### src/rtl/cpu_pkg.sv
// rtl/cpu_pkg.sv - opcode fields, register indices and datapath mux codes for the decode stage
package cpu_pkg;

  localparam logic       OP_LOAD = 1'b0;
  localparam logic [1:0] OP_MOVE = 2'b10;
  localparam logic [2:0] OP_ALU  = 3'b110;
  localparam logic [3:0] OP_JMP  = 4'b1110;
  localparam logic [3:0] OP_JNZ  = 4'b1111;

  localparam logic [2:0] REG_X0 = 3'd0;
  localparam logic [2:0] REG_X1 = 3'd1;
  localparam logic [2:0] REG_Y0 = 3'd2;
  localparam logic [2:0] REG_Y1 = 3'd3;
  localparam logic [2:0] REG_R  = 3'd4;
  localparam logic [2:0] REG_M  = 3'd5;
  localparam logic [2:0] REG_I  = 3'd6;
  localparam logic [2:0] REG_O  = 3'd7;

  typedef enum logic [1:0] {
    DSEL_IMM  = 2'd0,
    DSEL_MOVE = 2'd1,
    DSEL_ALU  = 2'd2
  } data_sel_e;

  localparam logic [3:0] ALU_FN_NOP = 4'h0;

  function automatic logic [7:0] reg_onehot(input logic [2:0] idx);
    return 8'b0000_0001 << idx;
  endfunction

endpackage

### src/rtl/reset_sync.sv
// rtl/reset_sync.sv - active-low async reset in, active-high reset out, released after SYNC_STAGES edges
module reset_sync #(
  parameter int SYNC_STAGES = 2
) (
  input  logic clk,
  input  logic reset_n,
  output logic sync_reset
);

  logic [SYNC_STAGES-1:0] r_chain;

  // Zeros shift in from the bottom once reset_n is high; the top flop drives the output.
  always_ff @(posedge clk or negedge reset_n) begin
    if (!reset_n) begin
      r_chain <= '1;
    end else begin
      r_chain <= {r_chain[SYNC_STAGES-2:0], 1'b0};
    end
  end

  assign sync_reset = r_chain[SYNC_STAGES-1];

endmodule

### src/rtl/instruction_decoder.sv
// rtl/instruction_decoder.sv - decode stage: jump controls, register write strobes, zero flag, reset sync
// Optional performance counters are compiled in with DECODER_PERF_CNT_EN.
module instruction_decoder
  import cpu_pkg::*;
#(
  parameter int SYNC_STAGES = 2
) (
  input  logic        clk,
  input  logic        reset_n,
  input  logic [7:0]  pm_data,
  input  logic        alu_zero,
  output logic        sync_reset,
  output logic        jmp,
  output logic        jmp_nz,
  output logic [3:0]  jmp_addr,
  output logic        dont_jmp,
  output logic [7:0]  reg_en,
  output logic [2:0]  src_sel,
  output logic [1:0]  data_sel,
  output logic [3:0]  imm,
  output logic [7:0]  ir
`ifdef DECODER_PERF_CNT_EN
  ,
  output logic [15:0] instr_cnt,
  output logic [15:0] jmp_taken_cnt
`endif
);

  logic       w_sync_reset;
  logic [7:0] w_reg_en;
  logic [1:0] w_data_sel;
  logic       w_jmp;
  logic       w_jmp_nz;
  logic       w_alu_wr;
  logic       r_z;
  logic [7:0] r_ir;

  reset_sync #(
    .SYNC_STAGES (SYNC_STAGES)
  ) u_reset_sync (
    .clk        (clk),
    .reset_n    (reset_n),
    .sync_reset (w_sync_reset)
  );

  always_comb begin
    w_reg_en   = 8'h00;
    w_data_sel = DSEL_IMM;
    w_jmp      = 1'b0;
    w_jmp_nz   = 1'b0;
    w_alu_wr   = 1'b0;
    if (pm_data[7] == OP_LOAD) begin
      w_reg_en = reg_onehot(pm_data[6:4]);
    end else if (pm_data[7:6] == OP_MOVE) begin
      w_data_sel = DSEL_MOVE;
      // A move onto itself is the architectural NOP.
      if (pm_data[5:3] != pm_data[2:0]) begin
        w_reg_en = reg_onehot(pm_data[5:3]);
      end
    end else if (pm_data[7:5] == OP_ALU) begin
      w_data_sel = DSEL_ALU;
      w_alu_wr   = (pm_data[3:0] != ALU_FN_NOP);
      if (w_alu_wr) begin
        w_reg_en = reg_onehot(REG_R);
      end
    end else if (pm_data[7:4] == OP_JMP) begin
      w_jmp = 1'b1;
    end else begin
      w_jmp_nz = (pm_data[7:4] == OP_JNZ);
    end
  end

  assign sync_reset = w_sync_reset;
  assign jmp        = w_jmp & ~w_sync_reset;
  assign jmp_nz     = w_jmp_nz & ~w_sync_reset;
  assign reg_en     = w_sync_reset ? 8'h00 : w_reg_en;
  assign jmp_addr   = pm_data[3:0];
  assign imm        = pm_data[3:0];
  assign src_sel    = pm_data[2:0];
  assign data_sel   = w_data_sel;
  assign dont_jmp   = r_z;
  assign ir         = r_ir;

  always_ff @(posedge clk or negedge reset_n) begin
    if (!reset_n) begin
      r_z  <= 1'b0;
      r_ir <= 8'h00;
    end else begin
      r_ir <= pm_data;
      if (!w_sync_reset && w_alu_wr) begin
        r_z <= alu_zero;
      end
    end
  end

`ifdef DECODER_PERF_CNT_EN
  logic [15:0] r_instr_cnt;
  logic [15:0] r_jmp_taken_cnt;

  always_ff @(posedge clk or negedge reset_n) begin
    if (!reset_n) begin
      r_instr_cnt     <= 16'h0000;
      r_jmp_taken_cnt <= 16'h0000;
    end else if (w_sync_reset) begin
      r_instr_cnt     <= 16'h0000;
      r_jmp_taken_cnt <= 16'h0000;
    end else begin
      r_instr_cnt <= r_instr_cnt + 16'd1;
      if (jmp | (jmp_nz & ~r_z)) begin
        r_jmp_taken_cnt <= r_jmp_taken_cnt + 16'd1;
      end
    end
  end

  assign instr_cnt     = r_instr_cnt;
  assign jmp_taken_cnt = r_jmp_taken_cnt;
`endif

endmodule

### config.mk
export PLATFORM = sky130hd
export DESIGN_NAME = instruction_decoder
export DESIGN_NICKNAME = d
export VERILOG_FILES = /design/src/rtl/cpu_pkg.sv /design/src/rtl/reset_sync.sv /design/src/rtl/instruction_decoder.sv
export SDC_FILE = /design/constraint.sdc
export NUM_CORES = 1
export LEC_CHECK = 0
export ABC_AREA = 1
export ABC_CLOCK_PERIOD_IN_PS = 3050
export CAP_MARGIN = 30
export CORE_MARGIN = 10
export CORE_UTILIZATION = 39
export DETAILED_ROUTE_END_ITERATION = 8
export GPL_ROUTABILITY_DRIVEN = 0
export PLACE_DENSITY = 0.84
export SLEW_MARGIN = 15
export SYNTH_ARGS = -nofsm -noshare
export SYNTH_HDL_FRONTEND = slang
export SYNTH_SLANG_ARGS = --single-unit
### constraint.sdc
create_clock -name clk -period 3.05 [get_ports clk]
set_input_delay 0.305 -clock clk [delete_from_list [all_inputs] [get_ports clk]]
set_output_delay 0.305 -clock clk [all_outputs]
set_load 0.01 [all_outputs]
# Word level (Yosys, flattened, before mapping)
# Index checks and enable logic that the tools add are counted.
totals:
  in_bits: 11
  latchBits: 0
  n_memories: 0
  ff_bits: 11
  ramBits: 0
  rom_bits: 0
classes:
  addsub: 0
  div_mod_pow: 0
  shift: 2
  magnitude_cmp: 0
  bitwise_logic: 3
  mux: 20
  eq_ne: 5
  n_mul: 0
  reduce_logical: 3
ops:
  columns: ["operator", "count"]
  rows:
  - ["$mux W8", 4]
  - ["$shl A1 B3 Y8 const A", 2]
  - ["$mux W1", 11]
  - ["$mux W5", 2]
  - ["$eq A4 B4 Y1 const B", 2]
  - ["$mux W2", 3]
  - ["$reduce_bool A4 Y1", 1]
  - ["$eq A3 B3 Y1 const B", 1]
  - ["$ne A3 B3 Y1", 1]
  - ["$and A1 B1 Y1", 2]
  - ["$eq A2 B2 Y1 const B", 1]
  - ["$logic_and A1 B1 Y1", 1]
  - ["$logic_not A1 Y1", 1]
  - ["$not A1 Y1", 1]

# Depth between registers and ports, before layout
# Gate-level depths: netlist (run 1).
depth:
  ltp_word: 6
  ltp_mapped: 7
  ltp_nobuf: 6

# Cells and area by module
# A second synthesis (run 1) with hierarchy kept.
hier_totals:
  hier_cells: 97
  area_unflattened_um2: 720.7
modules_own_cells:
  columns: ["mod", "area_per_inst_um2", "n_inst", "seq_area_each_um2", "cells_each"]
  rows:
  - ["instruction_decoder", 664.4, 1, 225.2, 94]
  - ["reset_sync", 56.3, 1, 52.6, 3]

# Worst setup path after synthesis (run 1)
# OpenSTA, ideal clock, no wires.
synth_path:
  path_kind: "register to output"
  from: "register u_reset_sync.r_chain[1]"
  to: "output reg_en[1]"
  t_arrival_ps: 1046
  setup_slack_ps: 1699
  stages_incl_launch_ff: 5
  required_ps: 2745
  cell_sequence: "dfstp_2 -> clkbuf_1 -> nor2_1 -> o21ai_0 -> a21oi_1"
synth_via:
  elab_chain_cells: 1
synth_lines:
  columns: ["item", "line", "source"]
  rows:
  - ["start: declaration", "reset_sync.sv:10", "logic [SYNC_STAGES-1:0] r_chain;"]
  - ["start signal: assignment", "reset_sync.sv:17", "r_chain <= {r_chain[SYNC_STAGES-2:0], 1'b0};"]
  - ["$mux W8", "instruction_decoder.sv:76", "assign reg_en = w_sync_reset ? 8'h00 : w_reg_en;"]
  - ["end: declaration", "instruction_decoder.sv:17", "output logic [7:0] reg_en,"]
# Every way passes these cells.

# Worst setup path after layout (run 1)
layout_path:
  from: "input pm_data[3]"
  to: "output reg_en[2]"
layout_via:
  elab_chain_cells: 5
  elab_cells_between_ends: 6
layout_lines:
  columns: ["item", "line", "source"]
  rows:
  - ["start: declaration", "instruction_decoder.sv:10", "input logic [7:0] pm_data,"]
  - ["$ne A3 B3 Y1 / $shl A1 B3 Y8 (equally long branches)", "instruction_decoder.sv:57, cpu_pkg.sv:28", null]
  - ["$mux W8 *", "instruction_decoder.sv:57", "if (pm_data[5:3] != pm_data[2:0]) begin"]
  - ["$mux W8 *", "instruction_decoder.sv:54", "end else if (pm_data[7:6] == OP_MOVE) begin"]
  - ["$mux W8 *", "instruction_decoder.sv:52", "if (pm_data[7] == OP_LOAD) begin"]
  - ["$mux W8 *", "instruction_decoder.sv:76", null]
# Every way passes the cells marked *; elsewhere a longest branch is shown, timed or not.

==> summary.md, run 1 <==
| Metric | Value |
|---|---|
| Crit path launch type | `input pin` |
| # IOs | `44` |
| Reg clk slew, reported paths | `0.07 ns` |
| Max clock buf depth | `2` |
| Fill count | `154` |
| Gr ovfl total | `0` |
| Total Routing Usage GR | `0.105` |
| Number of port buffers | `43` |
| Yosys warns | `0` |
| Tcrit/Tclk final | `0.823` |
| CTS tree | `yes` |
| Final core utilization | `0.632` |
| Syn avg cell area | `7.43 µm²` |
| Critical Path RT | `2.74 ns` |
| Vias in the first global route | `694` |
| Critical Path End Type | `output pin` |
| Arrival time worst endpoint | `2.21 ns` |
| Synth area leader | `dfrtp_1` |
| Clock sink count | `11` |
| Max Fclk | `398 MHz` |
| Worst min path class | `in -> async` |
| Worst VDD drop | `0.000299 V` |
| Core Footprint | `1750 µm²` |
| Synth Register Bits | `11` |
| PwrDens | `335 nW/µm²` |
| Critical path type | `in -> out` |
| Mapped cell area | `721 µm²` |
| Pre-antenna DRT Iters | `4` |
| Hold Vio Cnt, Final | `0` |
| Clk_skew | `0.000138 ns` |
| Root Buffer | `clkbuf_4` |
| Starting density of the core | `0.413` |
| Final antenna-violating net count | `0` |
| Drt total wl | `2040 µm` |
| H-tree depth | `1` |
| RSZ-0062 raised after global routing | `false` |
| Minimum clock period | `2.51 ns` |
| Hold-fix buffers, CTS | `0` |
| Layout cell share with drive strength beyond 1 | `0.101` |
| 1st-iter DRT viols | `26` |
| Synth area leaders | `dfrtp_1, buf_4, nand2_1, dfstp_2, a21oi_1` |
| Most frequent cells in the layout | `clkdlybuf4s50_1, nand2_1, nor2_1` |
| HPWL after DPL | `1740 µm` |
| Die Ht | `63.0 µm` |
| Sequential share of the synthesized area | `0.385` |
| Diode count | `0` |
| Status | `finished clean` |
| Leak pwr | `0.470 nW` |
| Later-pin clock latency in the skew report | `0.27 ns` |
| Std cell rows | `15` |
| Syn nets | `108` |
| Crit-path max FO | `11` |
| Total CTS buffers | `3` |
| Width of the chip | `63.0 µm` |
| Max Slew Vio Count | `0` |
| Final setup viols | `0` |
| Vias | `739` |
| Setup_tns | `0 ns` |
| Area delta synth->final | `53.1%` |
| Syn Inst Count | `97` |
| Largest net degree at the start of global routing | `12` |
| Register area | `278 µm²` |
| Drt wl/cell | `13.2 µm` |
| Global-route wire length before repair | `3470 µm` |
| Full die area | `3970 µm²` |
| Antenna violations before repair | `0` |
| Drt drc | `0` |
| Area of the multi-input gates | `295 µm²` |
| Via/cell ratio | `4.80` |
| Post-CTS Setup Bufs | `0` |
| Yosys top cell area share | `0.313` |
| Commonest non-fill, non-tap cell in the layout | `clkdlybuf4s50_1` |
| Post-synth cell types | `21` |
| Layout Nets | `141` |
| Max Cap Viol | `0` |
| # resized after CTS | `0` |
cell families (layout without fill, tap and decap cells):
kind of cell,Yosys count,after routing,synth area share
AO/OA/AOI/OAI,13,13,0.0903
other,1,1,0.00520
buffers and inverters,26,58,0.205
AND/OR/NAND/NOR,46,46,0.314
flip-flops,11,11,0.385
layer usage:
layer / vias to the layer above / share of wire / wire length, µm / track usage
li1: 360 / - / - / -
met1: 341 / 0.37 / 761 / 0.107
met2: 32 / 0.52 / 1060 / 0.185
met3: 6 / 0.089 / 182 / 0.0502
met4: 0 / 0.017 / 34 / 0.0307
met5: - / 0 / 0 / 0
synth_stat cells (all sizes together):
master,count
nor2,11
a21oi,9
inv,11
nor4,1
nand2,20
conb,1
nand3,11
dfrtp,9
dfstp,2
nor3,3
buf,14
o21ai,4
clkbuf,1
state kept, by name (all words and copies together), names as in the netlist:
name	cells
u_reset_sync.r_chain	2
dont_jmp	1
ir	8
worst max-delay path, stage by stage:
cell and delay, ns:
clkdlybuf4s50_1 0.69, inv_1 0.10, nand2_1 0.07, nand2_1 0.08
nand3_4 0.14, nand3_1 0.08, a21oi_1 0.18, clkdlybuf4s50_1 0.57
where the power goes:
group	switching [mW]	internal, mW	total [mW]
logic	0.0558	0.0570	0.113
clock network	0.0479	0.0485	0.0964
registers	0.00450	0.156	0.161
total	0.108	0.262	0.370
final timing paths:
check	from	end	slack (ns)	cells after the start
setup / recovery	pm_data[3]	reg_en[2]	0.54	8
hold reg to reg	u_reset_sync.r_chain[0]$_DFF_PN1_	u_reset_sync.r_chain[1]$_DFF_PN1_	0.36	0
max in group asynchronous	reset_n	u_reset_sync.r_chain[0]$_DFF_PN1_	2.36	1
min in group clk	u_reset_sync.r_chain[0]$_DFF_PN1_	u_reset_sync.r_chain[1]$_DFF_PN1_	0.36	0
hold / removal	reset_n	ir[3]$_DFF_PN0_	0.35	1
setup reg to reg	u_reset_sync.r_chain[1]$_DFF_PN1_	dont_jmp$_DFFE_PN0P_	2.14	3
per-stage QoR:
stage | worst slack, ns | instance area, µm² | instances | total power, mW | hold slack, ns
6_report | 0.540 | 1100 | 154 | 0.370 | 0.353
2_1_floorplan | 1.70 | 721 | 97 | 0.220 | 0.00941
4_1_cts | 0.551 | 1100 | 154 | 0.375 | 0.358
3_3_place_gp | 0.595 | 1080 | 150 | 0.275 | 0.346
5_1_grt | 0.383 | 1100 | 154 | 0.391 | 0.361
3_5_place_dp | 0.550 | 1080 | 150 | 0.278 | 0.347
cell type report:
type | instances | share of cell area
inverters | 11 | 0.0374
repair buffers | 43 | 0.390
multi-input cells | 60 | 0.268
flip-flops and latches | 11 | 0.252
well taps | 25 | 0.0283
clock inverters | 1 | 0.00454
clock buffers | 3 | 0.0204
(Power assumes the default switching activity.)
==> run 2, diff against run 1 <==
--- a/config.mk
+++ b/config.mk
@@ -6,13 +6,14 @@
 export NUM_CORES = 1
 export LEC_CHECK = 0
 export ABC_AREA = 1
-export ABC_CLOCK_PERIOD_IN_PS = 3050
+export ABC_CLOCK_PERIOD_IN_PS = 2600
 export CAP_MARGIN = 30
+export CORE_ASPECT_RATIO = 0.7
 export CORE_MARGIN = 10
-export CORE_UTILIZATION = 39
+export CORE_UTILIZATION = 36
 export DETAILED_ROUTE_END_ITERATION = 8
 export GPL_ROUTABILITY_DRIVEN = 0
-export PLACE_DENSITY = 0.84
+export PLACE_DENSITY = 0.78
 export SLEW_MARGIN = 15
 export SYNTH_ARGS = -nofsm -noshare
 export SYNTH_HDL_FRONTEND = slang
==> constraint.sdc (replaced) <==
create_clock -name clk -period 2.6 [get_ports clk]
set_input_delay 0.26 -clock clk [delete_from_list [all_inputs] [get_ports clk]]
set_output_delay 0.26 -clock clk [all_outputs]
set_load 0.01 [all_outputs]
==> summary.md, run 2 (same netlist as run 1, synthesis figures left out) <==
| Metric | Value |
|---|---|
| Layout Nets | `144 (+2.1%)` |
| Hold-fix buffers, CTS | `0 (unchanged)` |
| CP max stage cell | `clkdlybuf4s50_1` |
| Max Cap Viol | `0 (unchanged)` |
| Max Slew Vio Count | `0 (unchanged)` |
| # IOs | `44 (unchanged)` |
| Hold Vio Cnt, Final | `0 (unchanged)` |
| Final Instance Count excl. Fillers | `154 (unchanged)` |
| DR WL met2 | `1120 µm (+5.4%)` |
| Vias | `758 (+2.6%)` |
| Crit path launch type | `input pin` |
| Crit-path cells | `clkdlybuf4s50_1, inv_1, nor3_4, nand3_1, a21oi_1, clkdlybuf4s50_1` |
| Critical Path RT | `2.34 ns (-0.40 ns)` |
| Most frequent cells in the layout | `clkdlybuf4s50_1, nand2_1, nor2_1` |
| Die Ht | `57.4 µm (-8.8%)` |
| Minimum clock period | `2.34 ns` |
| Top sig layer | `met3` |
| Min Hold Slack | `0.318 ns (-0.0351 ns)` |
| Worst min path class | `in -> async` |
| DP Cell Count | `150 (unchanged)` |
| Final setup viols | `0 (unchanged)` |
| Critical path buffers and inverters | `3 (unchanged)` |
| Antenna violations before repair | `0 (unchanged)` |
| Met1 WL | `776 µm (+2.0%)` |
| Global-route wire length before repair | `3670 µm (+5.8%)` |
| Later-pin clock latency in the skew report | `0.26 ns (about the same)` |
| PwrDens | `392 nW/µm² (+17%)` |
| Worst VDD drop | `0.000332 V (+11%)` |
| Starting density of the core | `0.385 (-0.0276)` |
| Drt drc | `0 (unchanged)` |
| Final core utilization | `0.599 (-0.0329)` |
| Leak pwr | `0.482 nW (+2.5%)` |
| Layout cell share with drive strength beyond 1 | `0.114 (+0.0129)` |
| Post-CTS Setup Bufs | `0 (unchanged)` |
| Clock sink count | `11 (unchanged)` |
| Tcrit/Tclk final | `0.900` |
| Crit-path max FO | `10 (-1)` |
| Gr ovfl total | `0 (unchanged)` |
| Flip-flop count of the largest register after layout | `8 (unchanged)` |
| R2R setup slack | `1.66 ns (-0.48 ns)` |
| Arrival time worst endpoint | `2.08 ns (-0.13 ns)` |
| Max Fclk | `427 MHz` |
| Number of port buffers | `43 (unchanged)` |
| Core Footprint | `1870 µm² (+7.2%)` |
| Status | `finished clean` |
| Max clock buf depth | `2 (unchanged)` |
| CP peak stage delay | `0.63 ns (-0.06 ns)` |
| Largest net degree at the start of global routing | `12 (unchanged)` |
| Critical path type | `in -> out` |
| Width of the chip | `73.5 µm (+17%)` |
| Critical Path Most Common Cell | `clkdlybuf4s50_1` |
| Drt wl/cell | `14.4 µm (+9.1%)` |
| Setup slack after layout | `0.260 ns (-0.280 ns)` |
| Diode count | `0 (unchanged)` |
| CTS tree | `yes` |
| Pre-antenna DRT Iters | `5 (+1)` |
| Drt total wl | `2220 µm (+9.1%)` |
| Final antenna-violating net count | `0 (unchanged)` |
| Total CTS buffers | `3 (unchanged)` |
| WL met3 | `330 µm (+81%)` |
| Pre-CTS WS | `0.261 ns (-0.289 ns)` |
| RSZ-0062 raised after global routing | `false` |
| Vias in the first global route | `774 (+12%)` |
| 1st-iter DRT viols | `69 (+170%)` |
| H-tree depth | `1 (unchanged)` |
| Via/cell ratio | `4.92 (+2.6%)` |
| Root Buffer | `clkbuf_4` |
| Setup_tns | `0 ns (unchanged)` |
| Reg clk slew, reported paths | `0.07 ns (about the same)` |
| Std cell rows | `13 (-2)` |
| Critical Path End Type | `output pin` |
| # resized after CTS | `0 (unchanged)` |
| HPWL after DPL | `1870 µm (+7.4%)` |
| Total Routing Usage GR | `0.106 (+0.000767)` |
| Clk_skew | `0.00485 ns (+0.00471 ns)` |
| Area delta synth->final | `55.6%` |
| Full die area | `4220 µm² (+6.4%)` |
| Top delay family on crit path | `buffers and inverters` |
| Commonest non-fill, non-tap cell in the layout | `clkdlybuf4s50_1` |
run 2: changes by cell type in the layout (fill, tap and decap cells not counted):
cell / delta
buf_4: +3
clkinv_2: -1
clkbuf_1: +1
run 2: final cells by class:
cell class	count	area, µm²
Multi-Input combinational cell	60	295
Clock buffer	4	26.3
Timing Repair Buffer	46	453
Inverter	11	41.3
Sequential cell	11	278
Tap cell	22	27.5
Fill cell	184	749
run 2: routing by layer:
| layer | GRT usage | vias to the layer above |
|---|---|---|
| li1 | - | 364 |
| met1 | 0.107 | 341 |
| met2 | 0.183 | 53 |
| met3 | 0.0656 | 0 |
| met4 | 0.0186 | 0 |
| met5 | 0 | - |
run 2: worst register-to-register path: stages, from the launching register on:
cell     delay, ns
dfstp_2       0.65
nor2_1        0.07
nand2_1       0.06
nand2_1       0.05
run 2: worst paths after layout:
check / from / to / cells past startpoint
max in group asynchronous: reset_n / u_reset_sync.r_chain[0]$_DFF_PN1_ / 1
min reg2reg: u_reset_sync.r_chain[0]$_DFF_PN1_ / u_reset_sync.r_chain[1]$_DFF_PN1_ / 0
min in group clk: u_reset_sync.r_chain[0]$_DFF_PN1_ / u_reset_sync.r_chain[1]$_DFF_PN1_ / 0
max: pm_data[7] / reg_en[6] / 6
min: reset_n / ir[4]$_DFF_PN0_ / 1
max reg2reg: u_reset_sync.r_chain[1]$_DFF_PN1_ / dont_jmp$_DFFE_PN0P_ / 3
run 2: power by group:
group | leakage (nW) | internal [mW] | total [mW] | switching (mW)
clock network | 0.0150 | 0.0593 | 0.113 | 0.0534
registers | 0.127 | 0.183 | 0.189 | 0.00580
logic | 0.340 | 0.0698 | 0.138 | 0.0679
run 2: per-stage QoR:
stage,cell area (µm²),power (mW)
6_report,1120,0.440
5_1_grt,1120,0.468
4_1_cts,1120,0.445
3_5_place_dp,1090,0.331
3_3_place_gp,1090,0.328
2_1_floorplan,721,0.258
